==> src/rtl/traffic_light_monitor_if.sv <==
// Lights bus as seen by the traffic light monitor, plus the monitor's diagnostics.
// Ports: lights (R/G/Y one-hot, driven by the controller side), phase, locked,
//        fault, err_code, err_pulse, cycle_count (driven by the monitor).
interface traffic_light_monitor_if;
  logic [2:0]  lights;
  logic [1:0]  phase;
  logic        locked;
  logic        fault;
  logic [2:0]  err_code;
  logic        err_pulse;
  logic [15:0] cycle_count;

  // master: the side that drives the lights and reads the diagnostics
  modport master (
    output lights,
    input  phase, locked, fault, err_code, err_pulse, cycle_count
  );

  // slave: the monitor itself
  modport slave (
    input  lights,
    output phase, locked, fault, err_code, err_pulse, cycle_count
  );
endinterface

==> src/rtl/traffic_light_monitor.sv <==
// Passive checker for the one-hot traffic light bus: encoding, phase order,
// per-phase dwell; latches the first fault and counts legal light cycles.
// Ports: clk, reset (sync, active-high), mon (slave modport: lights in,
//        phase/locked/fault/err_code/err_pulse/cycle_count out). All outputs
//        registered, one cycle after the sampling edge.
module traffic_light_monitor #(
  parameter int RED_TIME    = 5,
  parameter int GREEN_TIME  = 5,
  parameter int YELLOW_TIME = 2,
  parameter int CNT_W       = 8
) (
  input  logic                    clk,
  input  logic                    reset,
  traffic_light_monitor_if.slave  mon
);

  typedef enum logic [1:0] {
    PH_RED    = 2'b00,
    PH_GREEN  = 2'b01,
    PH_YELLOW = 2'b10,
    PH_INV    = 2'b11
  } phase_e;

  typedef enum logic [1:0] {
    S_SYNC  = 2'd0,
    S_TRACK = 2'd1,
    S_FAULT = 2'd2
  } state_e;

  typedef enum logic [2:0] {
    E_NONE  = 3'd0,
    E_ENC   = 3'd1,
    E_SEQ   = 3'd2,
    E_SHORT = 3'd3,
    E_LONG  = 3'd4
  } err_e;

  // Legal dwell of each phase, in samples.
  localparam logic [CNT_W-1:0] RED_E    = CNT_W'(RED_TIME + 1);
  localparam logic [CNT_W-1:0] GREEN_E  = CNT_W'(GREEN_TIME + 1);
  localparam logic [CNT_W-1:0] YELLOW_E = CNT_W'(YELLOW_TIME + 1);
  localparam logic [CNT_W-1:0] DWELL_SAT = {CNT_W{1'b1}};

  state_e           state_q;
  phase_e           phase_q;      // decode of the previous sample (doubles as prev phase)
  logic [CNT_W-1:0] dwell_q;
  logic             locked_q;
  logic             fault_q;
  err_e             err_code_q;
  logic             err_pulse_q;
  logic [15:0]      cycle_count_q;

  phase_e           cur_ph;
  phase_e           succ_ph;
  logic [CNT_W-1:0] exp_dwell;
  logic [CNT_W-1:0] dwell_d;
  err_e             err_d;

  always_comb begin
    cur_ph = PH_INV;
    case (mon.lights)
      3'b100:  cur_ph = PH_RED;
      3'b010:  cur_ph = PH_GREEN;
      3'b001:  cur_ph = PH_YELLOW;
      default: cur_ph = PH_INV;
    endcase

    succ_ph   = PH_INV;
    exp_dwell = DWELL_SAT;
    case (phase_q)
      PH_RED:    begin succ_ph = PH_GREEN;  exp_dwell = RED_E;    end
      PH_GREEN:  begin succ_ph = PH_YELLOW; exp_dwell = GREEN_E;  end
      PH_YELLOW: begin succ_ph = PH_RED;    exp_dwell = YELLOW_E; end
      default:   begin succ_ph = PH_INV;    exp_dwell = DWELL_SAT; end
    endcase

    dwell_d = (dwell_q == DWELL_SAT) ? dwell_q : dwell_q + 1'b1;

    // Check priority: encoding, then sequence, then dwell.
    err_d = E_NONE;
    case (state_q)
      S_SYNC: begin
        if (cur_ph == PH_INV)
          err_d = E_ENC;
        else if (phase_q != PH_INV && cur_ph != phase_q && cur_ph != succ_ph)
          err_d = E_SEQ;
      end
      S_TRACK: begin
        if (cur_ph == PH_INV)
          err_d = E_ENC;
        else if (cur_ph == phase_q) begin
          if (dwell_q == exp_dwell)
            err_d = E_LONG;
        end
        else if (cur_ph != succ_ph)
          err_d = E_SEQ;
        else if (dwell_q < exp_dwell)
          err_d = E_SHORT;
      end
      default: err_d = E_NONE;
    endcase
  end

  always_ff @(posedge clk) begin
    if (reset) begin
      state_q       <= S_SYNC;
      phase_q       <= PH_INV;
      dwell_q       <= '0;
      locked_q      <= 1'b0;
      fault_q       <= 1'b0;
      err_code_q    <= E_NONE;
      err_pulse_q   <= 1'b0;
      cycle_count_q <= 16'd0;
    end
    else begin
      phase_q     <= cur_ph;
      err_pulse_q <= 1'b0;
      if (err_d != E_NONE) begin
        state_q     <= S_FAULT;
        fault_q     <= 1'b1;
        locked_q    <= 1'b0;
        err_code_q  <= err_d;
        err_pulse_q <= 1'b1;
      end
      else begin
        case (state_q)
          S_SYNC: begin
            // No error here means any change is to the legal successor.
            // An invalid prev phase is the first sample after reset.
            if (phase_q != PH_INV && cur_ph != phase_q) begin
              state_q  <= S_TRACK;
              locked_q <= 1'b1;
              dwell_q  <= CNT_W'(1);
            end
          end
          S_TRACK: begin
            if (cur_ph == phase_q)
              dwell_q <= dwell_d;
            else begin
              dwell_q <= CNT_W'(1);
              if (phase_q == PH_YELLOW)
                cycle_count_q <= cycle_count_q + 16'd1;
            end
          end
          S_FAULT: locked_q <= 1'b0;
          default: state_q  <= S_SYNC;
        endcase
      end
    end
  end

  assign mon.phase       = phase_q;
  assign mon.locked      = locked_q;
  assign mon.fault       = fault_q;
  assign mon.err_code    = err_code_q;
  assign mon.err_pulse   = err_pulse_q;
  assign mon.cycle_count = cycle_count_q;

endmodule

==> src/flat_wrapper.sv <==
// flat-port wrapper written by rule: the top's interface ports become plain ports
module traffic_light_monitor_flat 
#(
  parameter int RED_TIME    = 5,
  parameter int GREEN_TIME  = 5,
  parameter int YELLOW_TIME = 2,
  parameter int CNT_W       = 8
)
  (clk, reset, mon_lights, mon_phase, mon_locked, mon_fault, mon_err_code, mon_err_pulse, mon_cycle_count);
  traffic_light_monitor_if mon_i ();
  input  logic clk;
  input  logic reset;
  input wire logic [$bits(mon_i.lights)-1:0] mon_lights;
  output wire logic [$bits(mon_i.phase)-1:0] mon_phase;
  output wire logic [$bits(mon_i.locked)-1:0] mon_locked;
  output wire logic [$bits(mon_i.fault)-1:0] mon_fault;
  output wire logic [$bits(mon_i.err_code)-1:0] mon_err_code;
  output wire logic [$bits(mon_i.err_pulse)-1:0] mon_err_pulse;
  output wire logic [$bits(mon_i.cycle_count)-1:0] mon_cycle_count;
  assign mon_i.lights = mon_lights;
  assign mon_phase = mon_i.phase;
  assign mon_locked = mon_i.locked;
  assign mon_fault = mon_i.fault;
  assign mon_err_code = mon_i.err_code;
  assign mon_err_pulse = mon_i.err_pulse;
  assign mon_cycle_count = mon_i.cycle_count;
  traffic_light_monitor #(.RED_TIME(RED_TIME), .GREEN_TIME(GREEN_TIME), .YELLOW_TIME(YELLOW_TIME), .CNT_W(CNT_W)) u_core (.clk(clk), .reset(reset), .mon(mon_i));
endmodule
==> config.mk <==
export PLATFORM = sky130hd
export DESIGN_NAME = traffic_light_monitor_flat
export DESIGN_NICKNAME = d
export VERILOG_FILES = /design/src/rtl/traffic_light_monitor_if.sv /design/src/rtl/traffic_light_monitor.sv /design/src/flat_wrapper.sv
export SDC_FILE = /design/constraint.sdc
export NUM_CORES = 1
export LEC_CHECK = 0
export BUFFER_PORTS_ARGS = -buffer_cell sky130_fd_sc_hd__buf_2
export CAP_MARGIN = 0
export CORE_MARGIN = 3
export CORE_UTILIZATION = 35
export CTS_CLUSTER_DIAMETER = 200
export CTS_CLUSTER_SIZE = 10
export DETAILED_ROUTE_END_ITERATION = 10
export SLEW_MARGIN = 40
export SYNTH_ARGS = -nofsm -noshare
export SYNTH_HDL_FRONTEND = slang
export SYNTH_SLANG_ARGS = --single-unit
==> constraint.sdc <==
create_clock -name clk -period 2.7 [get_ports clk]
set_input_delay 0.54 -clock clk [delete_from_list [all_inputs] [get_ports clk]]
set_output_delay 0.54 -clock clk [all_outputs]
set_load 0.1 [all_outputs]
==> results.py <==
metrics = {
    "finish": {
        "final_common_cell": "buf_4",
        "seq_area_um2": 688.2,
        "layout_common_cells": "37 x buf_4, 32 x dfxtp_1, 28 x buf_2",
        "multi_input_area_um2": 1544,
        "fill_cells": 593,
        "area_growth_syn_to_layout_pct": 29.19,
        "final_layout_size_suffix_gt1_frac": 0.3012,
        "diodes": 0,
        "final_nets": 352,
    },
    "global_route": {
        "grt_busiest_layer": "met2",
        "met3_usage": 0.03554,
        "grt_max_degree": 35,
        "grt_pass1_wl_um": 9439,
        "gr-usage-met2": 0.2544,
        "grt-ovfl-total": 0,
        "grt_pass1_vias": 2061,
        "grtUsageMet1": 0.1959,
        "grt.total_usage": 0.1540,
        "antenna_found_initial": 0,
    },
    "synthesis": {
        "synth_top_area_cell": "dfxtp_1",
        "ys_types": 60,
        "syn_inst": 270,
        "synth_nets": 291,
        "synth.top_cell.area_share": 0.3031,
        "yosys_most_used_dff": "dfxtp_1",
        "synth_edf_count": 0,
        "synth_area_leaders": "dfxtp_1 30%, ha_1 8.9%, a21oi_1 4.5%",
        "ys_async_sr_fraction": 0,
        "synth_seq_cells": 34,
        "ys_seq_area_frac": 0.3031,
        "ys_warn_count": 0,
        "synth_area_per_cell_um2": 8.318,
        "syn_area_um2": 2246,
    },
    "setup_path": {
        "start_kind": "flop",
        "r2r-start": "u_core.mon.phase[0]$_SDFF_PP1_",
        "worstPathRequired_ns": 2.88,
        "crit_chain": "ha_1 -> nor2_2 -> mux2i_1 -> o31ai_2 -> or3_1 -> a2111oi_4 -> and4_1 -> mux2_4",
        "r2r_end": "u_core.mon.cycle_count[14]$_SDFFE_PP0P_",
        "critPathCaptureType": "flop",
        "cp-startpoint": "u_core.mon.phase[0]$_SDFF_PP1_",
        "critical_path.slowest_cell": "or3_1",
        "critPathMaxFanout": 4,
        "cp.arrival_ns": 2.80,
        "slowest_delay_ns": 0.42,
        "crit_end": "u_core.mon.cycle_count[14]$_SDFFE_PP0P_",
        "worst-setup-path-type": "flop to flop",
        "reg2reg_depth": 8,
        "r2r_slack_ns": 0.08,
    },
    "placement": {
        "dp_hpwl_um": 4195,
        "io_buffers": 28,
        "gp_congestion": 0.7946,
    },
    "timing": {
        "fin_tns_setup_ns": 0,
        "finalCritPeriodShare": 0.9688,
        "finalHoldViolCount": 0,
        "clock_skew_ns": 0.005239,
        "setup_viol": 0,
        "min_period_ns": 2.616,
        "fmax_mhz": 382.3,
        "worst-slew-pin-transition_ns": 0.6208,
        "relSlewSlack": 0.5817,
        "rsz0062_at_grt": "yes",
        "holdWs_ns": 0.4681,
        "slew_violations": 0,
    },
    "detailed_routing": {
        "wl_per_cell_um": 13.86,
        "routed_wl_um": 5640,
        "vias": 2241,
        "ant_nets": 0,
        "drt-vias-per-instance": 5.506,
        "drt-initial-drc-count": 101,
        "drc": 0,
        "first_pass_iters": 4,
    },
    "die": {
        "floorplan.initialDensity": 0.3706,
        "dieHeight_um": 86.11,
        "die_area_um2": 7414,
        "die_x_um": 86.11,
        "rows": 28,
        "core-area_um2": 6061,
        "ios": 29,
    },
    "clocking": {
        "cts_hold_buf": 0,
        "clock_path_buffers": 2,
        "clk_pin_slew_ns": 0.07,
        "cts_tree": "yes",
        "clk-insertion-delay-late_ns": 0.29,
        "cts_num_sinks": 34,
        "cts_buffers": 5,
        "cts_root_buf": "clkbuf_8",
        "cts.htree.levels": 2,
    },
    "pwr": {
        "power.internal_mw": 0.8418,
        "seqPwrFrac": 0.417,
        "p_per_area_nw_per_um2": 432.9,
        "ir_drop_v": 0.0002402,
        "combPwrFrac": 0.265,
        "p_sw_mw": 0.4144,
        "p_clk_frac": 0.318,
        "p_leak_nw": 1.237,
        "p_sw_frac": 0.3299,
    },
    "worst_hold_path": {
        "hold_path.class": "flop to flop",
    },
    "job": {
        "maxCapViolCount": 0,
    },
    "outcome": {
        "status": "finished, final reports clean",
    },
}
[worst max-delay path: cells and delay by family, from the launching register on]
family | cells | cell delay (ns)
multiplexers | 2 | 0.61
AO/OA/AOI/OAI | 2 | 0.44
flip-flops | 1 | 0.37
AND/OR/NAND/NOR | 3 | 0.86
adder cells (fa/ha/maj) | 1 | 0.23
[power by group through the flow]
stage | combinational (mW) | sequential [mW] | clock [mW]
final | 0.332 | 0.524 | 0.400
after global routing | 0.361 | 0.526 | 0.432
after CTS | 0.314 | 0.524 | 0.411
after detailed placement | 0.312 | 0.536 | 0
after global placement | 0.308 | 0.536 | 0
after floorplan | 0.155 | 0.602 | 0
[repair_timing]
action | CTS | global route
endpoints found under the setup margin | 0 | 12
hold endpoints to repair | 0 | 0
buffers inserted | 0 | 3
resized for setup | 0 | 8
[worst min path at each step]
stage                                        start  cells past startpoint                             end
global route         u_core.mon.fault$_SDFFE_PP0P_                      1   u_core.mon.fault$_SDFFE_PP0P_
finish               u_core.mon.fault$_SDFFE_PP0P_                      1   u_core.mon.fault$_SDFFE_PP0P_
floorplan           u_core.state_q[1]$_SDFFE_PP0P_                      2  u_core.state_q[1]$_SDFFE_PP0P_
CTS                  u_core.mon.fault$_SDFFE_PP0P_                      1   u_core.mon.fault$_SDFFE_PP0P_
detailed placement   u_core.mon.fault$_SDFFE_PP0P_                      1   u_core.mon.fault$_SDFFE_PP0P_
global placement     u_core.mon.fault$_SDFFE_PP0P_                      1   u_core.mon.fault$_SDFFE_PP0P_
[registers in the layout (all words and copies together) (netlist names)]
register	flops
u_core.dwell_q	8
u_core.mon.cycle_count	16
u_core.mon.err_code	3
u_core.mon.err_pulse	1
u_core.mon.fault	1
u_core.mon.locked	1
u_core.mon.phase	2
u_core.state_q	2
[cells by family after synthesis]
logic type,after synthesis,share of synthesized area
adder cells (fa/ha/maj),16,0.08914
flip-flops,34,0.3031
AO/OA/AOI/OAI,81,0.2607
AND/OR/NAND/NOR,101,0.2540
XOR/XNOR,5,0.01950
multiplexers,5,0.02395
buffers and inverters,28,0.04958
[synthesized netlist by cell type, types with 2 or more instances]
library cell and n:
o211a_1 2, a21oi_1 20, ha_1 16, nand4_1 11
a31oi_1 3, mux2i_1 2, a41oi_1 2, a211oi_1 3
o211ai_1 2, nand2_1 15, a31o_2 4, nand4b_1 3
o41ai_1 5, o22ai_1 2, and2_1 4, nor2_1 20
xnor2_1 2, or3_1 4, o21a_1 3, o21ai_0 15
inv_1 17, o311ai_0 3, xor2_1 3, nand3_1 10
nor3_1 3, and3_1 9, o31ai_1 4, nor2b_1 9
mux2_2 2, clkbuf_1 8, a21o_1 2, dfxtp_1 34
[cell type report]
cell class,count,area share
Multi-Input combinational cell,208,0.5321
Sequential cell,34,0.2372
Timing Repair Buffer,65,0.1440
Tap cell,75,0.03234
Clock buffer,7,0.02975
Inverter,17,0.02285
Clock inverter,1,0.001725
[metal layers]
metal,part of all wire,routed length [µm]
met1,0.46,2615
met2,0.48,2722
met3,0.043,241
met4,0.011,61
met5,0,0
[per-stage QoR]
step | worst slack (ns) | instances | power (mW) | area [µm²] | utilization
5_1_grt | -0.04087 | 407 | 1.319 | 2902 | 0.4787
3_5_place_dp | -0.06142 | 396 | 0.8480 | 2761 | 0.4556
4_1_cts | 0.02696 | 404 | 1.249 | 2853 | 0.4707
3_3_place_gp | -0.05617 | 396 | 0.8445 | 2761 | 0.4556
2_1_floorplan | -0.2462 | 270 | 0.7569 | 2340 | -
6_report | 0.08433 | 407 | 1.256 | 2902 | 0.4787
(Power assumes the default switching activity.)
